===== config.mk =====
export PLATFORM = sky130hd
export DESIGN_NAME = ram_wr_arb_flat
export DESIGN_NICKNAME = d
export VERILOG_FILES = /design/src/rtl/ram_wr_arb_if.sv /design/src/rtl/ram_wr_arb.sv /design/src/flat_wrapper.sv
export SDC_FILE = /design/constraint.sdc
export NUM_CORES = 1
export LEC_CHECK = 0
export CORE_MARGIN = 2
export CORE_UTILIZATION = 30
export DETAILED_ROUTE_END_ITERATION = 12
export PLACE_DENSITY_LB_ADDON = 0.12
export SKIP_CTS_REPAIR_TIMING = 1
export SLEW_MARGIN = 20
export SYNTH_ARGS = -nofsm -noshare
export SYNTH_HDL_FRONTEND = slang
export SYNTH_SLANG_ARGS = --single-unit

===== constraint.sdc =====
create_clock -name clk -period 3.05 [get_ports clk]
set_input_delay 0.305 -clock clk [delete_from_list [all_inputs] [get_ports clk]]
set_output_delay 0.305 -clock clk [all_outputs]
set_load 0.01 [all_outputs]

===== src/rtl/ram_wr_arb_if.sv =====
// Write-request bus between requesters and the RAM write arbiter, plus the
// RAM write port and init control/status.
interface ram_wr_arb_if #(
    parameter int DATA_WIDTH = 8,
    parameter int RAM_DEPTH  = 8,
    parameter int NUM_REQ    = 2
);
    localparam int AW = $clog2(RAM_DEPTH);

    logic                          i_init_start;
    logic [NUM_REQ-1:0]            i_req_valid;
    logic [NUM_REQ*AW-1:0]         i_req_addr;
    logic [NUM_REQ*DATA_WIDTH-1:0] i_req_data;
    logic [NUM_REQ-1:0]            o_req_ready;
    logic                          o_ram_wr_en;
    logic [AW-1:0]                 o_ram_wr_addr;
    logic [DATA_WIDTH-1:0]         o_ram_data_in;
    logic                          o_init_done;

    modport slave (
        input  i_init_start, i_req_valid, i_req_addr, i_req_data,
        output o_req_ready, o_ram_wr_en, o_ram_wr_addr, o_ram_data_in, o_init_done
    );

    modport master (
        output i_init_start, i_req_valid, i_req_addr, i_req_data,
        input  o_req_ready, o_ram_wr_en, o_ram_wr_addr, o_ram_data_in, o_init_done
    );
endinterface


===== src/rtl/ram_wr_arb.sv =====
// Round-robin write arbiter for a single-port RAM; clears every word to
// INIT_VALUE after reset or on request before accepting requester writes.
module ram_wr_arb #(
    parameter int                    DATA_WIDTH = 8,
    parameter int                    RAM_DEPTH  = 8,
    parameter int                    NUM_REQ    = 2,
    parameter logic [DATA_WIDTH-1:0] INIT_VALUE = '0
) (
    input  logic         clk,
    input  logic         n_rst,
    ram_wr_arb_if.slave  bus
);
    localparam int AW = $clog2(RAM_DEPTH);
    localparam int PW = $clog2(NUM_REQ);
    localparam logic [AW-1:0] LAST = AW'(RAM_DEPTH - 1);

    typedef enum logic {S_INIT, S_RUN} state_t;

    state_t        state_q, state_d;
    logic [AW-1:0] cnt_q, cnt_d;
    logic [PW-1:0] ptr_q, ptr_d;

    logic [NUM_REQ-1:0]                 req_valid;
    logic [NUM_REQ-1:0][AW-1:0]         req_addr;
    logic [NUM_REQ-1:0][DATA_WIDTH-1:0] req_data;

    logic                  gnt_vld;
    logic [PW-1:0]         gnt_idx;
    logic [NUM_REQ-1:0]    rdy;
    logic                  wen;
    logic [AW-1:0]         waddr;
    logic [DATA_WIDTH-1:0] wdata;
    logic                  done;

    assign req_valid = bus.i_req_valid;
    assign req_addr  = bus.i_req_addr;
    assign req_data  = bus.i_req_data;

    always_ff @(posedge clk or negedge n_rst) begin
        if (!n_rst) begin
            state_q <= S_INIT;
            cnt_q   <= '0;
            ptr_q   <= '0;
        end else begin
            state_q <= state_d;
            cnt_q   <= cnt_d;
            ptr_q   <= ptr_d;
        end
    end

    // First valid requester at or after ptr, wrapping modulo NUM_REQ.
    always_comb begin
        logic [PW-1:0] j;
        j       = '0;
        gnt_vld = 1'b0;
        gnt_idx = '0;
        for (int i = 0; i < NUM_REQ; i++) begin
            j = PW'((int'(ptr_q) + i) % NUM_REQ);
            if (!gnt_vld && req_valid[j]) begin
                gnt_vld = 1'b1;
                gnt_idx = j;
            end
        end
    end

    always_comb begin
        state_d = state_q;
        cnt_d   = cnt_q;
        ptr_d   = ptr_q;
        rdy     = '0;
        wen     = 1'b0;
        waddr   = '0;
        wdata   = '0;
        done    = 1'b0;
        case (state_q)
            S_INIT: begin
                wen   = 1'b1;
                waddr = cnt_q;
                wdata = INIT_VALUE;
                cnt_d = cnt_q + AW'(1);
                if (cnt_q == LAST) begin
                    state_d = S_RUN;
                    cnt_d   = '0;
                end
            end
            default: begin
                done = 1'b1;
                if (gnt_vld) begin
                    rdy[gnt_idx] = 1'b1;
                    wen          = 1'b1;
                    waddr        = req_addr[gnt_idx];
                    wdata        = req_data[gnt_idx];
                    ptr_d        = (gnt_idx == PW'(NUM_REQ - 1)) ? '0 : gnt_idx + PW'(1);
                end
                // init_start only steers the next state, never an output.
                if (bus.i_init_start) state_d = S_INIT;
            end
        endcase
        // The INIT state is forced during reset, so outputs are masked here.
        if (!n_rst) begin
            rdy   = '0;
            wen   = 1'b0;
            waddr = '0;
            wdata = '0;
            done  = 1'b0;
        end
    end

    assign bus.o_req_ready   = rdy;
    assign bus.o_ram_wr_en   = wen;
    assign bus.o_ram_wr_addr = waddr;
    assign bus.o_ram_data_in = wdata;
    assign bus.o_init_done   = done;
endmodule


===== src/flat_wrapper.sv =====
// flat-port wrapper written by rule: the top's interface ports become plain ports
module ram_wr_arb_flat 
#(
    parameter int                    DATA_WIDTH = 8,
    parameter int                    RAM_DEPTH  = 8,
    parameter int                    NUM_REQ    = 2,
    parameter logic [DATA_WIDTH-1:0] INIT_VALUE = '0
)
  (clk, n_rst, bus_i_init_start, bus_i_req_valid, bus_i_req_addr, bus_i_req_data, bus_o_req_ready, bus_o_ram_wr_en, bus_o_ram_wr_addr, bus_o_ram_data_in, bus_o_init_done);
  ram_wr_arb_if #(.DATA_WIDTH(DATA_WIDTH), .RAM_DEPTH(RAM_DEPTH), .NUM_REQ(NUM_REQ)) bus_i ();
  input  logic clk;
  input  logic n_rst;
  input wire logic [$bits(bus_i.i_init_start)-1:0] bus_i_init_start;
  input wire logic [$bits(bus_i.i_req_valid)-1:0] bus_i_req_valid;
  input wire logic [$bits(bus_i.i_req_addr)-1:0] bus_i_req_addr;
  input wire logic [$bits(bus_i.i_req_data)-1:0] bus_i_req_data;
  output wire logic [$bits(bus_i.o_req_ready)-1:0] bus_o_req_ready;
  output wire logic [$bits(bus_i.o_ram_wr_en)-1:0] bus_o_ram_wr_en;
  output wire logic [$bits(bus_i.o_ram_wr_addr)-1:0] bus_o_ram_wr_addr;
  output wire logic [$bits(bus_i.o_ram_data_in)-1:0] bus_o_ram_data_in;
  output wire logic [$bits(bus_i.o_init_done)-1:0] bus_o_init_done;
  assign bus_i.i_init_start = bus_i_init_start;
  assign bus_i.i_req_valid = bus_i_req_valid;
  assign bus_i.i_req_addr = bus_i_req_addr;
  assign bus_i.i_req_data = bus_i_req_data;
  assign bus_o_req_ready = bus_i.o_req_ready;
  assign bus_o_ram_wr_en = bus_i.o_ram_wr_en;
  assign bus_o_ram_wr_addr = bus_i.o_ram_wr_addr;
  assign bus_o_ram_data_in = bus_i.o_ram_data_in;
  assign bus_o_init_done = bus_i.o_init_done;
  ram_wr_arb #(.DATA_WIDTH(DATA_WIDTH), .RAM_DEPTH(RAM_DEPTH), .NUM_REQ(NUM_REQ), .INIT_VALUE(INIT_VALUE)) u_core (.clk(clk), .n_rst(n_rst), .bus(bus_i));
endmodule

* Yosys cells after proc, flatten, opt, wreduce, memory -nomap -nowiden
Index checks and enable logic that the tools add are counted.
W data, S select, Z words.
** Word-level totals
- Bits of input ports :: 27
- Word-level logic and storage cells :: 48
- Flip-flop bits (word level) :: 5
- Output and inout port bits :: 15
** Cells by class
- $add $sub $neg :: 3
- $lt $le $gt $ge :: 4
- Equal/unequal tests :: 1
- Reduce and logical (&&, ||, !) cells :: 4
- Muxes and demuxes :: 33
** Operator list (number)
- $mux W8 :: 5
- $mux W1 :: 18
- $mux W3 :: 6
- $lt A1 B2 Y1 const B :: 3
- $mux W2 :: 3
- $add A3 B1 Y3 const B :: 1
- $eq A3 B3 Y1 const B :: 1
- $add A1 B1 Y1 const B :: 2
- $logic_and A1 B1 Y1 :: 2
- $reduce_and A2 Y1 :: 1
- $demux W1 S1 :: 1
- $ge A1 B1 Y1 const B :: 1
- $logic_not A1 Y1 :: 1

* Longest topological paths before layout
Gate-level depths: netlist of run 1.
- Word-level depth :: 13
- Mapped depth :: 4

* Least setup slack after synthesis of run 1
OpenSTA, ideal clock, no wires.
- Path type :: flip-flop to output port
- From :: register u_core.state_q
- To :: output bus_o_ram_wr_addr[2]
- Stages on the path, launching flop included :: 5
- Slack :: 1522 ps
- Arrival :: 1223 ps
- Data required time :: 2745 ps
- Path buffers :: 1
- Cell sequence :: dfrtp_1 > and2_4 > and2_4 > buf_6 > a221o_1
** On the way
- Word-level cells in the longest chain between the ends :: 2
** Ends and longest elaborated chain
- from (decl) :: RTL line ram_wr_arb.sv:19 : state_t state_q, state_d;
- from (signal assigned) :: RTL line ram_wr_arb.sv:45 : state_q <= state_d;
- $mux W3 :: RTL line ram_wr_arb.sv:75 : case (state_q)
- $mux W3 :: RTL line ram_wr_arb.sv:100 : if (!n_rst) begin
- to (decl) :: RTL line flat_wrapper.sv:19 : output wire logic [$bits(bus_i.o_ram_wr_addr)-1:0] bus_o_ram_wr_addr;
No other way between the ends.

* Worst setup path after layout of run 1
Ends and elaborated chain as after synthesis.

==> results of run 1 <==
## per-stage QoR
step	area, um2	setup slack (ns)	std cells
after floorplan	422.9	1.522	43
after global placement	833.3	0.6913	97
after detailed placement	833.3	0.6877	97
after CTS	859.6	0.5576	101
after global routing	859.6	0.3840	101
final	859.6	0.5570	101
## worst max-delay path, stage by stage, from the launching register on
cell	delay, ns
dfrtp_1	0.60
and2_4	0.23
and3_1	0.37
a221o_1	0.21
clkdlybuf4s50_1	0.54
## how the worst max path moves through the flow
stage	from	endpoint	slack (ns)
2_1_floorplan	u_core.state_q$_DFF_PN0_	bus_o_ram_wr_addr[2]	1.52
3_5_place_dp	bus_i_req_valid[1]	bus_o_ram_wr_addr[2]	0.69
5_1_grt	u_core.state_q$_DFF_PN0_	bus_o_ram_wr_addr[2]	0.38
4_1_cts	u_core.state_q$_DFF_PN0_	bus_o_ram_wr_addr[2]	0.56
6_report	u_core.state_q$_DFF_PN0_	bus_o_ram_wr_addr[2]	0.56
3_3_place_gp	bus_i_req_valid[1]	bus_o_ram_wr_addr[2]	0.69
## cell usage in the layout, fill, tap and decap left out
master           netlist  routed
o21ai_0                2       2
buf_4                  0       1
a21oi_1                2       2
nand3_1                2       2
nor3_1                 1       1
a31oi_1                3       3
a22o_2                 8       8
and3_1                 1       1
nor2_1                 2       2
clkbuf_4               0       3
nand2_1                2       2
a21o_1                 1       1
clkbuf_1               1       1
dfrtp_1                5       5
ha_1                   2       2
a221o_1                1       1
clkdlybuf4s50_1        0      41
and3b_1                1       1
nand2b_1               1       1
mux2_2                 2       2
a21boi_0               1       1
and2_4                 2       2
a21boi_2               1       1
## per-layer routing
| metal | share of wire, % | vias up |
|---|---|---|
| met5 | 0 | - |
| met4 | 0.49 | 0 |
| met3 | 3.9 | 2 |
| met2 | 49 | 12 |
| met1 | 47 | 219 |
| li1 | - | 256 |
## layout make-up
cell class              instances  area (um2)
well taps                      15       18.77
fillers                       111       441.7
flip-flops and latches          5       125.1
repair buffers                 42       417.9
clock buffers                   4       26.28
multi-input cells              35       271.5
## power breakdown
group | switching (mW) | internal, mW
clock network | 0.0288 | 0.0496
registers | 0.0466 | 0.102
logic | 0.0997 | 0.176
## cells by family after synthesis
group / after synthesis / share of synthesized area, %
and+or+nand+nor: 12 / 16.28
buffers and inverters: 3 / 6.212
AOI/OAI and AO/OA: 19 / 36.69
muxes: 2 / 5.325
DFF: 5 / 29.59
adders and majority gates: 2 / 5.916
## sequential cells by signal (all words and copies together) (netlist names)
signal and flops:
u_core.cnt_q 3, u_core.ptr_q 1, u_core.state_q 1
==> metrics.yaml, run 1 <==
global_route:
  grtUsageTotal_pct: 18.28
  antenna_found_initial: 0
  grt_use_met3_pct: 6.087
  grt_use_met1_pct: 24.86
  grt_max_degree: 16
  grt_use_met2_pct: 27.19
  globalRouteOverflowTotal: 0
  grt_pass1_wl_um: 2373
  grt_busiest_layer: "met2"
  grt_pass1_vias: 461
logic_synthesis:
  synth-main-ff-cell: "dfrtp_1"
  avgSynthCellArea_um2: 9.835
  syn_inst: 43
  synth.distinct_cells: 21
  ys_ff_latch: 5
  synth_area_leaders: "dfrtp_1 (30%), a22o_2 (19%), ha_1 (5.9%)"
  async_flop_share_pct: 100.0
  synth_nets: 72
  yosysMostFrequentCell: "a22o_2"
  yosysWarnings: 0
  yosysTopAreaCell: "dfrtp_1"
  yosysSeqAreaShare_pct: 29.59
  ys_top_cells_by_count: "a22o_2 (8), dfrtp_1 (5), a31oi_1 (3)"
  synth_top_area_share_pct: 29.59
  syn_area_um2: 422.9
  synth_edf_count: 0
sta:
  fmax_mhz: 401.1
  period_share_pct: 81.74
  whs_ns: 0.3630
  tightest_slew_ns: 0.4245
  slew_headroom_pct: 71.70
  fin_crit_ns: 2.493
  setup_tns_ns: 0
  slew_violations: 0
  skew_ns: 0.007880
  rsz0062_at_grt: "false"
  setup_viol: 0
  hold_viol: 0
worst_setup_path:
  rr_worst_depth: 3
  r2r_start: "u_core.cnt_q[0]$_DFFE_PN0N_"
  worstPathArrival_ns: 2.19
  crit_type: "reg -> out"
  regToRegEndpoint: "u_core.cnt_q[2]$_DFFE_PN0N_"
  critPathLaunchType: "flip-flop"
  cp_max_fo: 15
  r2r_slack_ns: 1.79
  end_kind: "primary output"
  worstPathRequired_ns: 2.74
floorplan:
  io_pins: 42
  chipHeight_um: 41.55
  die-width_um: 41.55
  coreArea_um2: 1301
  num_rows: 13
  dieArea_um2: 1726
  start_util_pct: 32.50
cts:
  h-tree-depth: 1
  clock-sinks: 5
  clk_pin_slew_worst_paths_ns: 0.05
  clk-insertion-delay-late_ns: 0.25
  root_buffer: "clkbuf_4"
  cts_tree: "built"
  cts_buffer_depth: 2
  numCtsBuffers: 3
final_layout:
  diodes: 0
  drive_above_1_share_pct: 19.77
  syn2layout_area_growth_pct: 103.3
  layout.nets: 116
  final_core_util_pct: 66.06
power:
  cellPowerDensity_nw_per_um2: 584.7
  total_power_mw: 0.5026
  p_leak_nw: 0.3504
  peakVddDrop_mv: 0.4057
place:
  port_buffers: 41
  dp_hpwl_um: 1163
  gp_congestion: 0.7188
drt:
  dr.first_iter.drc_count: 3
  drc: 0
  via_per_inst: 4.842
  drt-pass1-iter-count: 3
  antenna_left: 0
  wl_per_cell_um: 14.08
  drt-total-wl_um: 1422
  vias: 489
worst_hold_path:
  hp-class: "in -> async"
job:
  drv_cap: 0
run_status:
  status: "completed"
Note: power is estimated with default switching activity, not from simulation.
==> run 2, diff against run 1 <==
Settings changed: CORE_UTILIZATION 30 to 28.
Clock period 3.05 ns to 2.4 ns, I/O delays scaled along.
==> metrics.yaml, run 2 (same netlist as run 1, synthesis figures left out) <==
drt:
  wl_met1_um: 608
  wl_met3_um: 81
  wl_per_cell_um: 13.58
  drt-pass1-iter-count: 6
  antenna_left: 0
  drt-total-wl_um: 1399
  dr.first_iter.drc_count: 9
  wl_met2_um: 682
  via_per_inst: 4.893
  vias: 504
  drc: 0
  top_layer_used: "met4"
final_layout:
  drive_above_1_share_pct: 20.69
  final_cell_mix: "clkdlybuf4s50_1 (41), a22o_2 (8), dfrtp_1 (5), a31oi_1 (3), clkbuf_4 (3)"
  syn2layout_area_growth_pct: 105.3
  layout.nets: 117
  final_core_util_pct: 59.72
  top_regs: "u_core.cnt_q x3, u_core.ptr_q x1, u_core.state_q x1"
  fin_cells: 103
  final_common_cell: "clkdlybuf4s50_1"
  largest_register_ffs: 3
  diodes: 0
  largest-register: "u_core.cnt_q"
floorplan:
  start_util_pct: 29.09
  die-width_um: 42.87
  dieArea_um2: 1837
  io_pins: 42
  chipHeight_um: 42.87
  coreArea_um2: 1454
  num_rows: 14
run_status:
  status: "completed"
global_route:
  grt_pass1_vias: 483
  globalRouteOverflowTotal: 0
  grt_max_degree: 15
  antenna_found_initial: 0
  grtUsageTotal_pct: 15.82
  grt_pass1_wl_um: 2139
cts:
  clk_pin_slew_worst_paths_ns: 0.04
  clk-insertion-delay-late_ns: 0.24
  clock-sinks: 5
  h-tree-depth: 1
  root_buffer: "clkbuf_4"
  numCtsBuffers: 3
  cts_tree: "built"
  cts_buffer_depth: 2
sta:
  finalWorstSetupSlack_ns: 0.1675
  slew_violations: 0
  fmax_mhz: 447.9
  whs_ns: 0.3050
  period_share_pct: 93.02
  tightest_slew_ns: 0.3604
  setup_tns_ns: 0
  skew_ns: 0.004026
  hold_viol: 0
  setup_viol: 0
  fin_crit_ns: 2.233
  slew_headroom_pct: 75.97
  rsz0062_at_grt: "false"
power:
  peakVddDrop_mv: 0.4608
  p_leak_nw: 0.3554
  switching_share_pct: 33.78
  seq_power_share_pct: 25.5
  cellPowerDensity_nw_per_um2: 741.9
  pwr-share-clk_pct: 14.6
  switching_power_mw: 0.2176
  intPower_mw: 0.4266
  combPwrFrac_pct: 59.9
place:
  gp_congestion: 0.7342
  port_buffers: 41
  place_inst: 99
  pre_cts_ws_ns: 0.1635
worst_setup_path:
  crit_type: "in -> out"
  worstPathRequired_ns: 2.16
  end_kind: "primary output"
  worstPathArrival_ns: 1.99
  cp_max_fo: 10
  critPathLaunchType: "primary input"
job:
  drv_cap: 0
worst_hold_path:
  hp-class: "in -> async"
## run 2: changes by cell type in the layout (fill, tap and decap cells not counted)
cell,before,now
buf_4,1,2
## run 2: worst max-delay path, stage by stage
cell and delay [ns]:
clkdlybuf4s50_1 0.59, and3_1 0.42, a22o_2 0.22, clkdlybuf4s50_1 0.53
## run 2: cell type report
type	count	area, um2
fillers	129	585.6
repair buffers	43	425.4
multi-input cells	35	271.5
flip-flops and latches	5	125.1
clock buffers	4	26.28
well taps	16	20.02
## run 2: worst paths after layout
path                                             startpoint                           to  slack [ns]  depth (start not counted)
worst max-delay path                     bus_i_req_valid[1]         bus_o_ram_data_in[1]        0.17                          4
worst min-delay path                                  n_rst     u_core.state_q$_DFF_PN0_        0.31                          2
worst max register to register  u_core.cnt_q[0]$_DFFE_PN0N_  u_core.cnt_q[2]$_DFFE_PN0N_        1.15                          3
worst min register to register     u_core.ptr_q$_DFFE_PN0P_     u_core.ptr_q$_DFFE_PN0P_        0.53                          1
max in group asynchronous                             n_rst  u_core.cnt_q[2]$_DFFE_PN0N_        1.97                          2
min in group clk                   u_core.ptr_q$_DFFE_PN0P_     u_core.ptr_q$_DFFE_PN0P_        0.53                          1
## run 2: power groups by stage
stage | registers (mW) | logic, mW | clock network [mW]
6_report | 0.164 | 0.386 | 0.0943
3_3_place_gp | 0.162 | 0.381 | 0
3_5_place_dp | 0.165 | 0.389 | 0
5_1_grt | 0.171 | 0.425 | 0.103
2_1_floorplan | 0.163 | 0.215 | 0
4_1_cts | 0.164 | 0.390 | 0.0998
## run 2: per-layer routing
| layer | global-route usage, % | vias to the layer above |
|---|---|---|
| li1 | - | 258 |
| met3 | 3.830 | 4 |
| met5 | 0 | - |
| met1 | 18.54 | 227 |
| met2 | 25.76 | 15 |
| met4 | 9.375 | 0 |
## run 2: per-stage QoR
step | cell area [um2] | total power, mW
after detailed placement | 842.1 | 0.5545
after global placement | 842.1 | 0.5428
after CTS | 868.3 | 0.6538
final | 868.3 | 0.6442
after global routing | 868.3 | 0.6986
after floorplan | 422.9 | 0.3778
